**config.mk**
```make
export PLATFORM = sky130hd
export DESIGN_NAME = sd_otf_converter
export DESIGN_NICKNAME = d
export VERILOG_FILES = /design/src/rtl/sd_pkg.sv /design/src/rtl/otf_digit_step.sv /design/src/rtl/sd_otf_converter.sv
export SDC_FILE = /design/constraint.sdc
export NUM_CORES = 1
export LEC_CHECK = 0
export BUFFER_PORTS_ARGS = -buffer_cell sky130_fd_sc_hd__buf_2
export CAP_MARGIN = 5
export CELL_PAD_IN_SITES_DETAIL_PLACEMENT = 0
export CELL_PAD_IN_SITES_GLOBAL_PLACEMENT = 1
export CORE_ASPECT_RATIO = 1.4
export CORE_MARGIN = 1
export CORE_UTILIZATION = 30
export CTS_BUF_LIST = sky130_fd_sc_hd__clkbuf_8
export DETAILED_ROUTE_END_ITERATION = 7
export PLACE_DENSITY_LB_ADDON = 0.1
export SLEW_MARGIN = 25
export SYNTH_ARGS = -nofsm -noshare
export SYNTH_HDL_FRONTEND = slang
export SYNTH_SLANG_ARGS = --single-unit
```
**constraint.sdc**
```tcl
create_clock -name clk -period 4.5 [get_ports clk]
set_input_delay 0.45 -clock clk [delete_from_list [all_inputs] [get_ports clk]]
set_output_delay 0.45 -clock clk [all_outputs]
set_load 0.005 [all_outputs]
```
**src/rtl/sd_pkg.sv**
```systemverilog
// Shared types and digit encodings for the signed-digit on-the-fly converter.
package sd_pkg;

    typedef enum logic {
        ACCUM = 1'b0,
        HOLD  = 1'b1
    } sd_state_e;

    // Digit encoding is {plus, minus}; 2'b11 also decodes as zero.
    localparam logic [1:0] SD_POS  = 2'b10;
    localparam logic [1:0] SD_NEG  = 2'b01;
    localparam logic [1:0] SD_ZERO = 2'b00;

endpackage

```
**src/rtl/otf_digit_step.sv**
```systemverilog
// One on-the-fly conversion step: selects and left-shifts Q/QM for one signed digit.
module otf_digit_step
    import sd_pkg::*;
#(
    parameter int unsigned Width = 65
) (
    input  logic [Width-1:0] q_i,
    input  logic [Width-1:0] qm_i,
    input  logic [1:0]       digit_i,
    output logic [Width-1:0] q_o,
    output logic [Width-1:0] qm_o
);

    always_comb begin
        q_o  = {q_i[Width-2:0], 1'b0};
        qm_o = {qm_i[Width-2:0], 1'b1};
        case (digit_i)
            SD_POS: begin
                q_o  = {q_i[Width-2:0], 1'b1};
                qm_o = {q_i[Width-2:0], 1'b0};
            end
            SD_NEG: begin
                q_o  = {qm_i[Width-2:0], 1'b1};
                qm_o = {qm_i[Width-2:0], 1'b0};
            end
            default: begin
                q_o  = {q_i[Width-2:0], 1'b0};
                qm_o = {qm_i[Width-2:0], 1'b1};
            end
        endcase
    end

endmodule

```
**src/rtl/sd_otf_converter.sv**
```systemverilog
// Serial MSB-first signed-digit to two's-complement converter with a
// ready/valid output word held until consumed.
module sd_otf_converter
    import sd_pkg::*;
#(
    parameter int unsigned bits = 64
) (
    input  logic          clk,
    input  logic          rst,
    input  logic          clr,
    input  logic          in_valid,
    input  logic          in_plus,
    input  logic          in_minus,
    output logic          in_ready,
    output logic          out_valid,
    input  logic          out_ready,
    output logic [bits:0] out_value,
    output logic          out_zero
);

    localparam int unsigned Width = bits + 1;
    localparam int unsigned CntW  = (bits > 1) ? $clog2(bits) : 1;
    localparam logic [CntW-1:0] LastCnt = CntW'(bits - 1);

    sd_state_e       state_q, state_d;
    logic [Width-1:0] q_q, q_d;
    logic [Width-1:0] qm_q, qm_d;
    logic [CntW-1:0]  cnt_q, cnt_d;

    logic [Width-1:0] q_step;
    logic [Width-1:0] qm_step;

    otf_digit_step #(
        .Width (Width)
    ) u_step (
        .q_i     (q_q),
        .qm_i    (qm_q),
        .digit_i ({in_plus, in_minus}),
        .q_o     (q_step),
        .qm_o    (qm_step)
    );

    always_comb begin
        state_d = state_q;
        q_d     = q_q;
        qm_d    = qm_q;
        cnt_d   = cnt_q;
        if (clr) begin
            state_d = ACCUM;
            q_d     = '0;
            qm_d    = '1;
            cnt_d   = '0;
        end else begin
            case (state_q)
                ACCUM: begin
                    if (in_valid) begin
                        q_d  = q_step;
                        qm_d = qm_step;
                        if (cnt_q == LastCnt) begin
                            cnt_d   = '0;
                            state_d = HOLD;
                        end else begin
                            cnt_d = cnt_q + 1'b1;
                        end
                    end
                end
                HOLD: begin
                    // Re-arm in the same edge the result is consumed.
                    if (out_ready) begin
                        state_d = ACCUM;
                        q_d     = '0;
                        qm_d    = '1;
                        cnt_d   = '0;
                    end
                end
                default: state_d = ACCUM;
            endcase
        end
    end

    always_ff @(posedge clk) begin
        if (rst) begin
            state_q <= ACCUM;
            q_q     <= '0;
            qm_q    <= '1;
            cnt_q   <= '0;
        end else begin
            state_q <= state_d;
            q_q     <= q_d;
            qm_q    <= qm_d;
            cnt_q   <= cnt_d;
        end
    end

    assign in_ready  = (state_q == ACCUM);
    assign out_valid = (state_q == HOLD);
    assign out_value = q_q;
    assign out_zero  = (q_q == '0);

endmodule

```
==> out/metrics.csv, run 1 <==
metric;value;unit
status;completed;
grt.total_usage;19.7;%
dp_hpwl;11400;µm
ir_drop;0.000152;V
n_antenna_cell;0;
synth_compound_area_share;33.4;%
port_buffers;74;
cpMostUsedCell;nor4_1;
core-area;19800;µm²
synth_top_cell_by_area;dfxtp_1;
ios;75;
clk_pin_slew;0.08;ns
drv_slew;0;
numCtsBuffers;17;
synth_cells;690;
synth_top_family_by_area;compound AO/OA/AOI/OAI gates;
max-cap-violations;0;
slowest_delay;0.51;ns
ff2ff_path_depth;4;
worstMarginPinSlew;0.894;ns
vias;5666;
synthXorXnorAreaFrac;0.435;%
leakage;2.62;nW
drt.antenna.violating_nets;0;
yosysWarnings;0;
r2r_slack;2.17;ns
crit_end;out_zero;
fin_nets;727;
postCtsSetupBuffers;0;
register_area;2720;µm²
cts_max_level;4;
synthAdderAreaFrac;0.622;%
grt_max_degree;96;
clock_path_buffers;2;
first_iter_violations;555;
cts_resized;0;
p_switching;740;µW
worstHoldPathType;input pin to flop;
rsz0062_at_grt;no;
cts_root_buffer;clkbuf_8;
seqPwrFrac;46.7;%
die-width;122;µm
die_area;20700;µm²
dpl.cell_count;950;
power_frac_clock;41.8;%
synth_seq_area_share;45.1;%
slew_headroom;40.4;%
syn_to_final_growth;14.6;%
fillers;2064;
yosys.cell_types.count;33;
critPathCaptureType;output port;
ys_ff_latch;136;
worstSetupStartpoint;out_value[61];
timing.rr.end;qm_q[4];
synthMuxAreaShare;0.187;%
fmax;363;MHz
p_int;1.98;mW
powerDensity;393;nW/µm²
setup_tns;0;ns
crit_chain;nor4_1, nand4_1, nor4_1, and4_1, buf_2;
cp_slowest_cell;nor4_1;
drt-total-wl;19900;µm
post-route-period-util;61.3;%
holdBufCountCts;0;
multiInputGateArea;2980;µm²
combPwrFrac;11.5;%
fin_skew;0.0104;ns
final-setup-viol-count;0;
clock_sinks;136;
dieHeight;170;µm
swShare;27.2;%
initial_core_util;30.5;%
viasPerCell;5.77;
clk_latency;0.45;ns
synth_nets;700;
crit_family;simple AND/OR/NAND/NOR gates;
syn_area;6040;µm²
crit_buf_inv;1;
drtPass1Iterations;5;
avgSynthCellArea;8.75;µm²
yosys.area_share.simple;14.2;%
worstSetupStartpointType;flop;
drc_errors;0;
routedWlPerCell;20.3;µm
drive_gt1_share;17.3;%
gp_congestion;0.725;
path_class;flop to output port;
yosys-top-cells-area;dfxtp_1, nor2_1, a22o_1, a22oi_1, a221oi_1;
grt_pass1_vias;5476;
r2r_start;out_valid;
grt.overflow.total;0;
rows;61;
stdcell_count;982;
fin_crit;2.76;ns
worstPathMaxFanout;5;
finalHoldViolations;0;
cts_tree;yes;
critPathRequiredTime;4.05;ns
cp.depth;5;
synth_top_area_share;45.1;%
grt_pass1_wl;31500;µm
antenna_found_initial;0;
critPathArrivalTime;2.31;ns
final cells by class:
class,count,share of cell area [%]
clock inverters,14,2.86
multi-input cells,476,43.1
repair buffers,83,6.38
flip-flops and latches,136,39.4
clock buffers,18,3.58
well taps,252,4.56
inverters,3,0.163
kinds of logic (layout without fill, tap and decap cells):
group,after synthesis,count (layout)
AO/OA/AOI/OAI,263,263
AND/OR/NAND/NOR,206,206
flip-flops,136,136
buffers and inverters,78,118
adder cells (fa/ha/maj),3,3
XOR/XNOR,3,3
multiplexers,1,1
tightest hold or removal path: cells and delay by family:
family / cells / cell delay [ns]
AND/OR/NAND/NOR: 1 / 0.11
buffers and inverters: 1 / 0.12
AO/OA/AOI/OAI: 1 / 0.09
worst min-delay path by stage:
stage	from	end	slack (ns)	cells past startpoint
final	rst	qm_q[51]	0.36	3
after global routing	rst	qm_q[51]	0.34	3
after CTS	rst	qm_q[54]	0.34	3
after detailed placement	qm_q[0]	qm_q[0]	0.45	2
after global placement	qm_q[0]	qm_q[0]	0.45	2
after floorplan	qm_q[0]	qm_q[0]	0.44	2
cell usage after synthesis:
cell,instances
a21oi_1,3
a21oi_4,1
a221o_1,29
a221oi_1,34
a22o_1,64
a22oi_1,65
a31oi_1,2
and3_1,2
and4_1,1
buf_1,4
buf_2,20
buf_4,1
buf_6,6
clkbuf_1,44
dfxtp_1,136
ha_1,3
inv_1,3
mux2_2,1
nand2_1,9
nand2b_1,1
nand3_1,1
nand4_1,5
nor2_1,163
nor2b_1,3
nor3_1,2
nor4_1,16
o21a_1,1
o21ai_0,37
o21ai_1,26
o221a_2,1
or2_1,2
or2_2,1
xor2_1,3
power groups by stage:
stage / combinational [mW] / sequential, mW / clock (mW)
6_report: 0.313 / 1.27 / 1.14
5_1_grt: 0.346 / 1.27 / 1.23
4_1_cts: 0.317 / 1.27 / 1.17
3_5_place_dp: 0.315 / 1.30 / 0
3_3_place_gp: 0.313 / 1.30 / 0
2_1_floorplan: 0.238 / 1.29 / 0
state kept, by name (all words and copies together) (netlist names):
| signal | flops |
|---|---|
| qm_q | 64 |
| out_valid | 1 |
| out_value | 65 |
| cnt_q | 6 |
stage by stage:
stage	instance area, µm²	utilization (%)	total power [mW]	worst slack [ns]	hold WS, ns
floorplan	6040	-	1.52	2.65	0.436
global placement	6470	32.7	1.61	1.87	0.446
detailed placement	6470	32.7	1.61	1.80	0.452
CTS	6910	35.0	2.75	1.65	0.344
global route	6920	35.0	2.85	1.55	0.340
finish	6920	35.0	2.72	1.74	0.361
layout by cell type, fill, tap and decap left out, types with 16 or more instances in the layout:
cell      instances
a221o_1          29
a22o_1           64
o21ai_1          26
nor4_1           16
o21ai_0          37
clkbuf_8         18
a221oi_1         34
nor2_1          162
a22oi_1          65
buf_2            74
dfxtp_1         136
layer usage:
layer  wire length [µm]  share of wire [%]  global-route usage (%)  vias to the layer above
met5                  0                  0                       0                        -
met4                329                1.7                    7.09                        0
met3                768                3.9                    3.72                       14
met2               9850                 49                    32.4                      149
met1               8960                 45                    25.3                     2849
li1                   -                  -                       -                     2654
(Power assumes the default switching activity.)
==> run 2: changes to the inputs <==
clock period = 2.4 ns   (was 4.5 ns; I/O delays follow)
==> run 2 against run 1 <==
Global-route usage grew 1.1 points. Largest cell class unchanged. Clock power grew 110%. Critical path depth is the same. Core utilization grew 1.5 points. Critical path type unchanged. Sequential power grew 87%. Non-clock buffer count grew 12. Routed wire length grew 5.3%. Setup slack lost 1.7 ns. Critical endpoint unchanged.
==> out/metrics.csv, run 2 (synthesized netlist as in run 1, its figures left out) <==
metric;value;unit;change
port_buffers;74;;unchanged
critPathCaptureType;output port;;unchanged
cts_max_level;4;;unchanged
fmax;426;MHz;
final-setup-viol-count;0;;unchanged
die-width;122;µm;unchanged
worstMarginPinSlew;1.00;ns;was 0.894 ns
dieHeight;170;µm;unchanged
clk_latency;0.44;ns;was 0.45 ns
drt-total-wl;21000;µm;was 19900 µm
clk_pin_slew;0.08;ns;about the same
crit_chain;nor4_4, nand4_1, nor4_4, and4_1, buf_2;;was nor4_1, nand4_1, nor4_1, and4_1, buf_2
gp_congestion;0.728;;was 0.725
largest_reg_flops;65;;unchanged
rows;61;;unchanged
fin_area;7220;µm²;was 6920 µm²
drt.antenna.violating_nets;0;;unchanged
grt_pass1_wl;32700;µm;was 31500 µm
cpMostUsedCell;nor4_4;;was nor4_1
clock_sinks;136;;unchanged
dp_hpwl;11400;µm;about the same
rsz0062_at_grt;yes;;was no
r2r_slack;0.62;ns;was 2.17 ns
grt.total_usage;20.8;%;was 19.7%
cp_slowest_cell;nor4_4;;was nor4_1
first_iter_violations;476;;was 555
routedWlPerCell;21.1;µm;was 20.3 µm
post-route-util;36.5;%;was 35.0%
slowest_delay;0.39;ns;was 0.51 ns
mostFrequentLayoutCells;nor2_1, dfxtp_1, buf_2;;unchanged
drtPass1Iterations;5;;unchanged
worstPathMaxFanout;3;;was 5
fin_hold_ws;0.104;ns;was 0.361 ns
critPathRequiredTime;2.16;ns;was 4.05 ns
fillers;2068;;was 2064
worst_slack;0.0546;ns;was 1.74 ns
worstSetupStartpointType;flop;;unchanged
syn_to_final_growth;19.7;%;was 14.6%
holdBufCountCts;0;;unchanged
core-area;19800;µm²;unchanged
path_class;flop to output port;;unchanged
status;completed;;unchanged
fin_nets;739;;was 727
ir_drop;0.000348;V;was 0.000152 V
mostFrequentLayoutCell;nor2_1;;unchanged
n_antenna_cell;0;;unchanged
fin_skew;0.00733;ns;was 0.0104 ns
grt.overflow.total;0;;unchanged
ios;75;;unchanged
die_area;20700;µm²;unchanged
place_worst_setup_slack;0.201;ns;was 1.80 ns
finalHoldViolations;0;;unchanged
numCtsBuffers;17;;unchanged
drive_gt1_share;20.6;%;was 17.3%
slew_headroom;33.1;%;was 40.4%
critPathArrivalTime;2.11;ns;was 2.31 ns
setup_tns;0;ns;unchanged
viasPerCell;5.79;;was 5.77
grt_pass1_vias;5640;;was 5476
postPlaceCellArea;6610;µm²;was 6470 µm²
fin_crit;2.35;ns;
worstHoldPathType;input pin to flop;;unchanged
max-cap-violations;0;;unchanged
cts_tree;yes;;unchanged
drv_slew;0;;unchanged
leakage;2.78;nW;was 2.62 nW
grt_max_degree;96;;unchanged
powerDensity;747;nW/µm²;was 393 nW/µm²
vias;5759;;was 5666
antenna_found_initial;1;;was 0
initial_core_util;30.5;%;unchanged
cts_root_buffer;clkbuf_8;;unchanged
drc_errors;0;;unchanged
clock_path_buffers;2;;unchanged
post-route-period-util;97.7;%;
[run 2: changes by cell type in the layout (fill, tap and decap cells not counted), sizes merged]
cell	previous run	this run
buf	83	95
bufinv	4	7
clkinvlp	5	3
clkbuf	18	17
clkinv	3	4
inv	5	4
[run 2: metal layers]
metal / up-vias / GRT usage, % / share of wire [%]
met3: 14 / 4.76 / 5.2
met2: 164 / 35.5 / 50
met5: - / 0 / 0
met4: 0 / 5.74 / 1.0
li1: 2668 / - / -
met1: 2913 / 25.8 / 44
[run 2: final timing paths]
path	start	end	depth (start not counted)
worst max-delay path	out_value[57]	out_zero	5
worst min-delay path	rst	qm_q[5]	3
worst max register to register	out_valid	qm_q[21]	6
worst min register to register	qm_q[0]	qm_q[0]	2
[run 2: worst max-delay path, delay by kind of cell (launching register included)]
kind / cells / cell delay [ns]
flops: 1 / 0.36
buf+inv: 1 / 0.12
simple gates: 4 / 1.18
[run 2: timing repair]
item | in CTS | in global routing
resized for setup | 6 | 16
setup buffers | 0 | 2
endpoints found under the setup margin | 1 | 1
pin swaps | 1 | 7
[run 2: area by class of cell]
cell class	instances	area [µm²]	area share, %
clock inverters	15	256	3.55
inverters	3	11.3	0.156
clock buffers	17	234	3.24
multi-input cells	476	3070	42.5
well taps	252	315	4.37
flip-flops and latches	136	2740	37.9
repair buffers	95	603	8.35
[run 2: power breakdown]
part | total (mW) | internal (mW) | leakage, nW | switching (mW)
sequential | 2.38 | 2.31 | 1.11 | 0.0623
clock | 2.37 | 1.43 | 0.243 | 0.938
combinational | 0.650 | 0.261 | 1.43 | 0.390
total | 5.40 | 4.01 | 2.78 | 1.39
[run 2: stage by stage]
stage	instances	total power [mW]
2_1_floorplan	690	2.86
3_3_place_gp	960	3.06
3_5_place_dp	960	3.06
4_1_cts	992	5.46
5_1_grt	994	5.62
6_report	994	5.40
==> run 3: changes to the inputs <==
CTS_BUF_LIST = not set   (was sky130_fd_sc_hd__clkbuf_8)
SLEW_MARGIN = 20   (was 25)
==> run 3 against run 2 <==
Setup slack gained 0.024 ns. Cell count shrank 0.20%. Non-clock buffer count shrank 2. Routed wire length grew 0.26%. Power grew 13%. Clock-buffer cell count grew 1. Cell area grew 1.6%. Register-to-register slack is essentially flat. Largest cell class unchanged. Via count shrank 0.49%. Worst hold slack gained 0.031 ns.
==> out/metrics.csv, run 3 (synthesized netlist as in run 1, its figures left out) <==
metric;value;unit;change
status;completed;;unchanged
worstSetupStartpoint;out_value[4];;was out_value[57]
cts_root_buffer;clkbuf_16;;was clkbuf_8
worstHoldPathType;input pin to flop;;unchanged
die-width;122;µm;unchanged
critPathArrivalTime;2.08;ns;was 2.11 ns
r2r_slack;0.63;ns;was 0.62 ns
fin_skew;0.00546;ns;was 0.00733 ns
grt_max_degree;96;;unchanged
worstPathMaxFanout;5;;was 3
fin_hold_ws;0.135;ns;was 0.104 ns
clock_sinks;136;;unchanged
slew_headroom;34.2;%;was 33.1%
die_area;20700;µm²;unchanged
drtPass1Iterations;5;;unchanged
port_buffers;74;;unchanged
viasPerCell;5.78;;was 5.79
critPathRequiredTime;2.16;ns;about the same
clock_path_buffers;2;;unchanged
drt-total-wl;21000;µm;about the same
path_class;flop to output port;;unchanged
drv_slew;0;;unchanged
powerDensity;830;nW/µm²;was 747 nW/µm²
ir_drop;0.000467;V;was 0.000348 V
mostFrequentLayoutCells;nor2_1, dfxtp_1, buf_2;;unchanged
crit_end;out_zero;;unchanged
stdcell_count;992;;was 994
ios;75;;unchanged
fin_crit;2.32;ns;was 2.35 ns
grt_pass1_wl;32800;µm;was 32700 µm
worstSetupStartpointType;flop;;unchanged
postPlaceCellArea;6610;µm²;unchanged
fin_nets;737;;was 739
critPathCaptureType;output port;;unchanged
drive_gt1_share;18.9;%;was 20.6%
largest_reg_flops;65;;unchanged
post-route-period-util;96.7;%;was 97.7%
clk_latency;0.42;ns;was 0.44 ns
total_power;6.10;mW;was 5.40 mW
ff2ff_path_depth;6;;unchanged
finalHoldViolations;0;;unchanged
vias;5731;;was 5759
cts_max_level;4;;unchanged
fin_area;7340;µm²;was 7220 µm²
rows;61;;unchanged
timing.rr.end;qm_q[21];;unchanged
gp_congestion;0.728;;unchanged
n_antenna_cell;0;;unchanged
final-setup-viol-count;0;;unchanged
dp_hpwl;11400;µm;unchanged
antenna_found_initial;1;;unchanged
max-cap-violations;0;;unchanged
clk_pin_slew;0.06;ns;was 0.08 ns
postCtsSetupBuffers;0;;unchanged
first_iter_violations;431;;was 476
syn_to_final_growth;21.6;%;was 19.7%
routedWlPerCell;21.2;µm;was 21.1 µm
numCtsBuffers;17;;unchanged
core-area;19800;µm²;unchanged
fmax;431;MHz;was 426 MHz
grt.overflow.total;0;;unchanged
leakage;2.83;nW;was 2.78 nW
grt.total_usage;20.8;%;about the same
dieHeight;170;µm;unchanged
dpl.cell_count;960;;unchanged
grt_pass1_vias;5639;;was 5640
drt.antenna.violating_nets;0;;unchanged
fillers;2047;;was 2068
r2r_start;out_valid;;unchanged
drc_errors;0;;unchanged
worstMarginPinSlew;0.987;ns;was 1.00 ns
mostFrequentLayoutCell;nor2_1;;unchanged
cts_tree;yes;;unchanged
initial_core_util;30.5;%;unchanged
-- run 3: changes by cell type in the layout (fill, tap and decap cells not counted) --
cell	delta
nor4_4	-3
inv_1	-1
nor4_1	+3
clkbuf_8	-17
dfxtp_2	-7
dfxtp_1	+8
clkbuf_1	+1
buf_4	-2
dfxtp_4	-1
clkbuf_16	+17
-- run 3: cell type report --
type | instances | area, µm² | share of cell area [%]
clock inverters | 14 | 253 | 3.44
flip-flops and latches | 136 | 2720 | 37.1
multi-input cells | 476 | 3020 | 41.2
repair buffers | 93 | 588 | 8.01
inverters | 3 | 11.3 | 0.153
clock buffers | 18 | 429 | 5.85
well taps | 252 | 315 | 4.29
-- run 3: what timing repair did --
item / 4_1_cts / 5_1_grt
resized for setup: 4 / 3
hold buffers: 0 / 0
endpoints found under the setup margin: 1 / 1
pin swaps: 0 / 1
endpoints found under the hold margin: 0 / 0
-- run 3: power breakdown --
part,switching [mW],total (mW),internal [mW],leakage (nW)
Clock,1.03,3.07,2.05,0.326
Sequential,0.0607,2.38,2.32,1.10
Combinational,0.390,0.648,0.258,1.40
-- run 3: critical path, cell delays in order (launching register included) --
cell	delay, ns
dfxtp_1	0.35
nor4_2	0.34
nand4_1	0.23
nor4_4	0.38
and4_1	0.25
buf_2	0.12
-- run 3: worst min path at each step --
stage | startpoint | end | slack (ns) | cells after the start
finish | rst | qm_q[5] | 0.13 | 3
global route | rst | qm_q[1] | 0.14 | 3
CTS | rst | qm_q[5] | 0.12 | 3
detailed placement | qm_q[0] | qm_q[0] | 0.45 | 2
global placement | qm_q[0] | qm_q[0] | 0.45 | 2
floorplan | rst | cnt_q[2] | 0.43 | 3
-- run 3: routing by layer --
metal	wire length, µm	vias up	track usage [%]
met5	0	-	0
met4	159	0	5.21
met3	1050	12	4.49
met2	10400	152	35.5
met1	9370	2900	26.2
li1	-	2667	-
-- run 3: through the flow --
stage	worst slack (ns)	setup TNS (ns)	util [%]
floorplan	0.755	0	-
global route	-0.0216	-0.0216	37.1
finish	0.0788	0	37.1
CTS	0.00263	0	37.0
detailed placement	0.201	0	33.5
global placement	0.185	0	33.5
